$ cat config.mk
export PLATFORM = sky130hd
export DESIGN_NAME = ic_router_nport
export DESIGN_NICKNAME = d
export VERILOG_FILES = /design/src/rtl/ic_router_nport.sv
export SDC_FILE = /design/constraint.sdc
export NUM_CORES = 1
export LEC_CHECK = 0
export CAP_MARGIN = 15
export CORE_AREA = 5 5 163 165
export CTS_CLUSTER_DIAMETER = 40
export DETAILED_ROUTE_END_ITERATION = 8
export DIE_AREA = 0 0 168 170
export HOLD_SLACK_MARGIN = 0.12
export RECOVER_POWER = 50
export SLEW_MARGIN = 20
export SYNTH_ARGS = -nofsm -noshare
export SYNTH_HDL_FRONTEND = slang
export SYNTH_SLANG_ARGS = --single-unit
$ cat constraint.sdc
create_clock -name g_clk -period 4.46 [get_ports g_clk]
set_clock_uncertainty 0.05 [all_clocks]
set_input_delay 0.446 -clock g_clk [delete_from_list [all_inputs] [get_ports g_clk]]
set_output_delay 0.446 -clock g_clk [all_outputs]
set_load 0.03 [all_outputs]
$ cat src/rtl/ic_router_nport.sv
`default_nettype none
// ============================================================================
// Module  : ic_router_nport
// Brief   : Single-master to N-slave req/gnt/recv/ack router with in-order
//           route FIFO and internal decode-error responder.
// Revision: 1.0
// ============================================================================
module ic_router_nport #(
    parameter int                 NSLV            = 3,
    parameter int                 MAX_OUTSTANDING = 2,
    parameter logic [NSLV*32-1:0] MAP_MATCH       = {32'h4000_0000, 32'h2000_0000, 32'h1000_0000},
    parameter logic [NSLV*32-1:0] MAP_MASK        = {32'hF000_0000, 32'hFFFF_0000, 32'hFFFF_C000}
) (
    input  logic                 g_clk,
    input  logic                 g_resetn,
    input  logic                 m_req,
    input  logic                 m_wen,
    input  logic [3:0]           m_strb,
    input  logic [31:0]          m_wdata,
    input  logic [31:0]          m_addr,
    output logic                 m_gnt,
    output logic                 m_recv,
    output logic                 m_error,
    output logic [31:0]          m_rdata,
    input  logic                 m_ack,
    output logic [NSLV-1:0]      s_req,
    output logic [NSLV-1:0]      s_wen,
    output logic [4*NSLV-1:0]    s_strb,
    output logic [32*NSLV-1:0]   s_wdata,
    output logic [32*NSLV-1:0]   s_addr,
    input  logic [NSLV-1:0]      s_gnt,
    input  logic [NSLV-1:0]      s_recv,
    input  logic [NSLV-1:0]      s_error,
    input  logic [32*NSLV-1:0]   s_rdata,
    output logic [NSLV-1:0]      s_ack
);

    localparam int c_DW = $clog2(NSLV + 1);
    localparam int c_PW = (MAX_OUTSTANDING > 1) ? $clog2(MAX_OUTSTANDING) : 1;
    localparam int c_CW = $clog2(MAX_OUTSTANDING + 1);

    localparam logic [c_DW-1:0] c_ERR      = c_DW'(NSLV);
    localparam logic [c_CW-1:0] c_MAX      = c_CW'(MAX_OUTSTANDING);
    localparam logic [c_PW-1:0] c_PTR_LAST = c_PW'(MAX_OUTSTANDING - 1);

    logic [c_DW-1:0] r_fifo [MAX_OUTSTANDING];
    logic [c_CW-1:0] r_count;
    logic [c_PW-1:0] r_rd_ptr;
    logic [c_PW-1:0] r_wr_ptr;
    logic [c_DW-1:0] r_last_dst;

    logic [c_DW-1:0] w_dst;
    logic [c_DW-1:0] w_head;
    logic            w_ok;
    logic            w_sel_gnt;
    logic            w_push;
    logic            w_pop;

    assign s_wen   = {NSLV{m_wen}};
    assign s_strb  = {NSLV{m_strb}};
    assign s_wdata = {NSLV{m_wdata}};
    assign s_addr  = {NSLV{m_addr}};

    // Scan downwards so the lowest matching index is the one left standing.
    always_comb begin
        w_dst = c_ERR;
        for (int i = NSLV - 1; i >= 0; i--) begin
            if ((m_addr & MAP_MASK[i*32 +: 32]) == MAP_MATCH[i*32 +: 32]) begin
                w_dst = c_DW'(i);
            end
        end
    end

    // Issue only from registered state; a destination switch waits for an empty FIFO.
    assign w_ok = g_resetn && (r_count < c_MAX) &&
                  ((r_count == '0) || (w_dst == r_last_dst));

    always_comb begin
        s_req     = '0;
        w_sel_gnt = 1'b0;
        for (int i = 0; i < NSLV; i++) begin
            if (w_dst == c_DW'(i)) begin
                s_req[i]  = m_req && w_ok;
                w_sel_gnt = s_gnt[i];
            end
        end
        m_gnt = w_ok && m_req && ((w_dst == c_ERR) || w_sel_gnt);
    end

    assign w_head = r_fifo[r_rd_ptr];

    always_comb begin
        m_recv  = 1'b0;
        m_error = 1'b0;
        m_rdata = '0;
        s_ack   = '0;
        if (g_resetn && (r_count != '0)) begin
            if (w_head == c_ERR) begin
                m_recv  = 1'b1;
                m_error = 1'b1;
            end else begin
                for (int i = 0; i < NSLV; i++) begin
                    if (w_head == c_DW'(i)) begin
                        m_recv   = s_recv[i];
                        m_error  = s_error[i];
                        m_rdata  = s_rdata[i*32 +: 32];
                        s_ack[i] = m_ack;
                    end
                end
            end
        end
    end

    assign w_push = m_req && m_gnt;
    assign w_pop  = m_recv && m_ack;

    always_ff @(posedge g_clk) begin
        if (!g_resetn) begin
            r_count    <= '0;
            r_rd_ptr   <= '0;
            r_wr_ptr   <= '0;
            r_last_dst <= '0;
        end else begin
            if (w_push) begin
                r_fifo[r_wr_ptr] <= w_dst;
                r_last_dst       <= w_dst;
                r_wr_ptr         <= (r_wr_ptr == c_PTR_LAST) ? '0 : r_wr_ptr + c_PW'(1);
            end
            if (w_pop) begin
                r_rd_ptr <= (r_rd_ptr == c_PTR_LAST) ? '0 : r_rd_ptr + c_PW'(1);
            end
            if (w_push && !w_pop) begin
                r_count <= r_count + c_CW'(1);
            end else if (!w_push && w_pop) begin
                r_count <= r_count - c_CW'(1);
            end
        end
    end

endmodule
`default_nettype wire

# --- Word level (Yosys, flattened, before mapping) ---
# Memories as Yosys holds them, arrays and structs flattened. A register that Yosys moved wholly into a read port is not among the register bits.
# Index checks and enable logic that the tools add are counted.
# Widths: inputs -> output; s select.
totals:
  in_bits: 178
  word_cells: 76
  out_inout_bits: 248
  register_bits: 6
  ramBits: 4
  memories: 1
classes:
  n_mux: 38
  n_eq_ne: 10
  reduce_logical: 18
  addsub: 4
  order_cmp: 1
mem_list:
  columns: ["memory", "words", "width", "rd", "rd_ports_with_merged_regs", "write_ports", "line_no", "rtl"]
  rows:
  - ["r_fifo", 2, 2, 1, 1, 1, "46", "logic [c_DW-1:0] r_fifo [MAX_OUTSTANDING];"]
op_table:
  columns: ["operator", "count"]
  rows:
  - ["$mux 32", 5]
  - ["$mux 1", 27]
  - ["$eq 18x15->1 const B", 1]
  - ["$eq 16x14->1 const B", 1]
  - ["$logic_and 1x1->1", 9]
  - ["$eq 2x2->1 const B", 4]
  - ["$mux 2", 4]
  - ["$logic_not 2->1", 3]
  - ["$mux 3", 2]
  - ["$eq 2x1->1 const B", 2]
  - ["$eq 4x3->1 const B", 1]
  - ["$reduce_bool 2->1", 2]
  - ["$add 1x1->1 const B", 2]
  - ["$add 2x1->2 const B", 1]
  - ["$eq 2x2->1", 1]
  - ["$logic_not 1->1", 2]
  - ["$logic_or 1x1->1", 2]
  - ["$lt 2x2->1 const B", 1]
  - ["$sub 2x1->2 const B", 1]

# --- Longest topological paths before layout ---
logic_depth:
  depth_word: 15
  ltp_mapped: 9
  depth_no_buf: 9

# --- Worst setup path after synthesis ---
# OpenSTA, ideal clock, no wires.
synth_timing:
  path_kind: "input to output"
  start: "input port m_addr[26]"
  end: "output port m_gnt"
  setup_slack_ns: 1.032
  arrival_ns: 2.932
  n_path_buf: 0
  path_stages: 5
  required_ns: 3.964
  path_cell_list: "nor4_2 > nand4_2 > a21oi_1 > nor3b_1 > a2111oi_0"
synth_between:
  elab_chain_len: 9
  word_cells_on_any_way: 17
  classes_between: "eq/ne (6); mux (5); reduce/logical (6)"
synth_rtl:
  columns: ["element", "line_no", "rtl"]
  rows:
  - ["start: declaration", "20", "input logic [31:0] m_addr,"]
  - ["$eq 16x14->1", "68", "if ((m_addr & MAP_MASK[i*32 +: 32]) == MAP_MATCH[i*32 +: 32]) begin"]
  - ["$mux 2", "68", null]
  - ["$mux 2 (*)", "68", null]
  - ["$logic_not 2->1", "82", "if (w_dst == c_DW'(i)) begin"]
  - ["$mux 1 (3 in a row)", "82", null]
  - ["$logic_or 1x1->1", "87", "m_gnt = w_ok && m_req && ((w_dst == c_ERR) || w_sel_gnt);"]
  - ["$logic_and 1x1->1 (*)", "87", null]
  - ["end: declaration", "21", "output logic m_gnt,"]
# Every way passes the cells marked *; elsewhere a longest branch is shown, timed or not.

# --- Worst setup path in the final report ---
layout_timing:
  start: "input port m_addr[30]"
  end: "output port m_gnt"
layout_between:
  elab_chain_len: 10
  word_cells_on_any_way: 19
  classes_between: "eq/ne (7); mux (6); reduce/logical (6)"
layout_rtl:
  columns: ["element", "line_no"]
  rows:
  - ["$eq 4x3->1", "68"]
  - ["$mux 1", "68"]
  - ["$mux 2", "68"]
  - ["$mux 2 (*)", "68"]
  - ["$logic_not 2->1", "82"]
  - ["$mux 1 (3 in a row)", "82"]
  - ["$logic_or 1x1->1", "87"]
  - ["$logic_and 1x1->1 (*)", "87"]
# Marked as above.

==> flow_summary_export.csv <==
group,metric,value,unit
place,dpl-instance-area,0.00415,mm²
sta,finalWorstPathRequiredPeriod,3.95,ns
finish,fillerInstances,2843,
worst_setup_path,worstPathCellList,"clkdlybuf4s50_1, nor4_2, nand4_2, a21oi_1, nor3b_1, a2111oi_0, buf_4, clkdlybuf4s50_1",
clocking,cts-hold-fix-buffers,0,
sta,layout_setup_ws,0.507,ns
clocking,cts_setup_buffers,0,
grt,grt_overflow,0,
worst_setup_path,crit_path_frequent_cell,"sky130_fd_sc_hd__clkdlybuf4s50_1",
clocking,cts_made_buffers,3,
sta,finalHoldWorstSlack,0.425,ns
grt,first_pass_grt_wire_length,19400,µm
worst_setup_path,crit_arrival,3.46,ns
sta,hold_viol,0,
clocking,cts_tree,"built",
detailed_routing,final_antenna_net_count,0,
place,place.gp.congestion,0.767,
detailed_routing,postRouteWirelength,13800,µm
finish,design_area,0.00422,mm²
detailed_routing,routed_wire_length_per_instance,17.4,µm
place,port-buffer-count,221,
place,dp.final_hpwl,11400,µm
floorplan,fp.dieH,170,µm
flow_run,maxCapViolCount,0,
detailed_routing,via_count,2826,
worst_setup_path,endpoint_kind,"primary output",
sta,rsz0062_at_grt,"no",
logic_synthesis,ys.flop_type,"sky130_fd_sc_hd__dfxtp_1",
hold_path,min-delay-start,"r_last_dst[0]$_SDFFE_PN0P_",
worst_setup_path,worst_setup_path_start_kind,"input pin",
clocking,worst_skew_pair.late_latency,0.23,ns
logic_synthesis,synth-seq-cells,11,
worst_setup_path,required,3.96,ns
finish,seqCellArea,260,µm²
floorplan,num_rows,58,
logic_synthesis,netlist_area,0.00306,mm²
power,vdd.ir_drop.worst,0.170,mV
worst_setup_path,cp_slowest_stage_delay,0.67,ns
power,post-layout-total-power,0.998,mW
power,power.density_cell_area,236,mW/mm²
detailed_routing,viasPerCell,3.54,
grt,grt_max_degree,37,
sta,max_clock_freq,253,MHz
floorplan,design.core.area,0.0249,mm²
logic_synthesis,async_flop_share,0,
place,preCtsSetupSlack,0.495,ns
finish,final_core_util,0.170,
finish,finish.net_count,648,
power,leakagePower,1.41,nW
logic_synthesis,synth_nets,642,
clocking,cts_max_path_buffers,2,
grt,antenna_found_initial,0,
clocking,h-tree-depth,1,
grt,grt.total_usage,0.0891,
finish,final_layout_size_suffix_gt1_frac,0.0470,
grt,number_of_global_route_vias_before_repair,3043,
finish,antenna-diode-count,0,
detailed_routing,detail_route.drc_violations,0,
floorplan,die-width,168,µm
logic_synthesis,syn_avg_cell_area,6.60,µm²
logic_synthesis,synth_enable_flop_cells,4,
place,post_place_cells,794,
worst_setup_path,cp_slowest_cell,"sky130_fd_sc_hd__clkdlybuf4s50_1",
floorplan,die-area,0.0286,mm²
run_status,status,"finished clean",
clocking,clk_root_buffer_cell,"sky130_fd_sc_hd__clkbuf_16",
logic_synthesis,syn_inst,463,
hold_path,hold_class,"reg -> reg",
logic_synthesis,seq_area_frac_synth,0.0852,
sta,setup-violations-final,0,
finish,layout_commonest_cell,"sky130_fd_sc_hd__clkdlybuf4s50_1",
finish,stdcell_count,798,
logic_synthesis,synth.lib_cells_used.distinct,37,
sta,maxSlewViolCount,0,
worst_setup_path,critical_path.max_fanout,5,
clocking,clock-sinks,11,
worst_setup_path,crit_start,"m_addr[30]",
sta,timing.setup.tns,0,ns
clocking,cts.repair.resized,0,
finish,multi_input_area,0.00119,mm²
finish,layout.cells.most_common_list,"sky130_fd_sc_hd__clkdlybuf4s50_1, sky130_fd_sc_hd__nand2_1, sky130_fd_sc_hd__a21oi_1",
sta,timing.final.crit_share,0.886,
floorplan,ios,426,
finish,area_growth_from_synthesis_to_layout,38.2,%
sta,worst_pin_slew,0.888,ns
logic_synthesis,yosysWarningCount,0,
worst_setup_path,ws_path_type,"in -> out",
detailed_routing,drtIter0Drc,55,
clocking,clk_transition_reported_paths,0.04,ns
sta,max-slew-margin-rel,0.408,
floorplan,effective_utilization_at_floorplan,0.123,
detailed_routing,detail_route.first_pass.iterations,4,
## kinds of logic after synthesis
kind of cell,after synthesis,share of synthesized area
mux,8,0.0274
simple gates,133,0.195
fa+ha+maj,1,0.00409
buf+inv,228,0.534
xor+xnor,5,0.0143
compound gates,77,0.140
flops,11,0.0852
## registers in the layout (all words and copies together), names as in the netlist, named ones only
name and count:
r_fifo 4, r_count 2, r_last_dst 2, r_rd_ptr 1
r_wr_ptr 1
## routing by layer
metal  global-route usage  routed length (µm)  vias to the layer above
li1                     -                   -                     1301
met1               0.0834                4380                     1211
met2                0.154                6510                      265
met3               0.0578                2380                       49
met4               0.0392                 578                        0
met5                    0                   0                        -
## cell type report
class	count	share of cell area
multi-input combinational	224	0.281
sequential	11	0.0616
clock buffer	4	0.0187
timing repair buffer	227	0.539
inverter	2	0.00178
tap	330	0.0977
## critical path: cells and delay by family
kind            cells  cell delay (ns)
compound gates      2             0.91
buf+inv             3             1.44
simple gates        3             0.64
## power breakdown
group / total, mW / leakage [nW] / internal, mW / switching (mW)
logic: 0.669 / 1.29 / 0.310 / 0.358
registers: 0.167 / 0.0873 / 0.131 / 0.0361
clock network: 0.162 / 0.0382 / 0.120 / 0.0422
total: 0.998 / 1.41 / 0.561 / 0.437
## path summary, 6_finish.rpt
path,end,slack (ns),cells past startpoint
setup / recovery,m_gnt,0.51,8
hold / removal,r_last_dst[0]$_SDFFE_PN0P_,0.42,2
setup reg to reg,r_count[1]$_SDFFE_PN0P_,1.69,7
hold reg to reg,r_last_dst[0]$_SDFFE_PN0P_,0.42,2
## synth_stat cells, drive strengths merged (2+ instances only)
| cell | count | area, µm² |
|---|---|---|
| nor3 | 5 | 25.0 |
| and2 | 5 | 31.3 |
| nor4 | 5 | 50.1 |
| buf | 208 | 1560 |
| or3 | 2 | 12.5 |
| xnor2 | 4 | 35.0 |
| edfxtp | 4 | 120 |
| nand2 | 68 | 255 |
| and3 | 2 | 12.5 |
| a2111oi | 2 | 36.3 |
| clkbuf | 18 | 67.6 |
| nor2 | 39 | 146 |
| nand3b | 2 | 15.0 |
| o21ai | 4 | 23.8 |
| mux2 | 3 | 33.8 |
| inv | 2 | 7.51 |
| a21oi | 66 | 330 |
| dfxtp | 7 | 140 |
| mux2i | 5 | 50.1 |
Power figures use the tool's default switching activity.
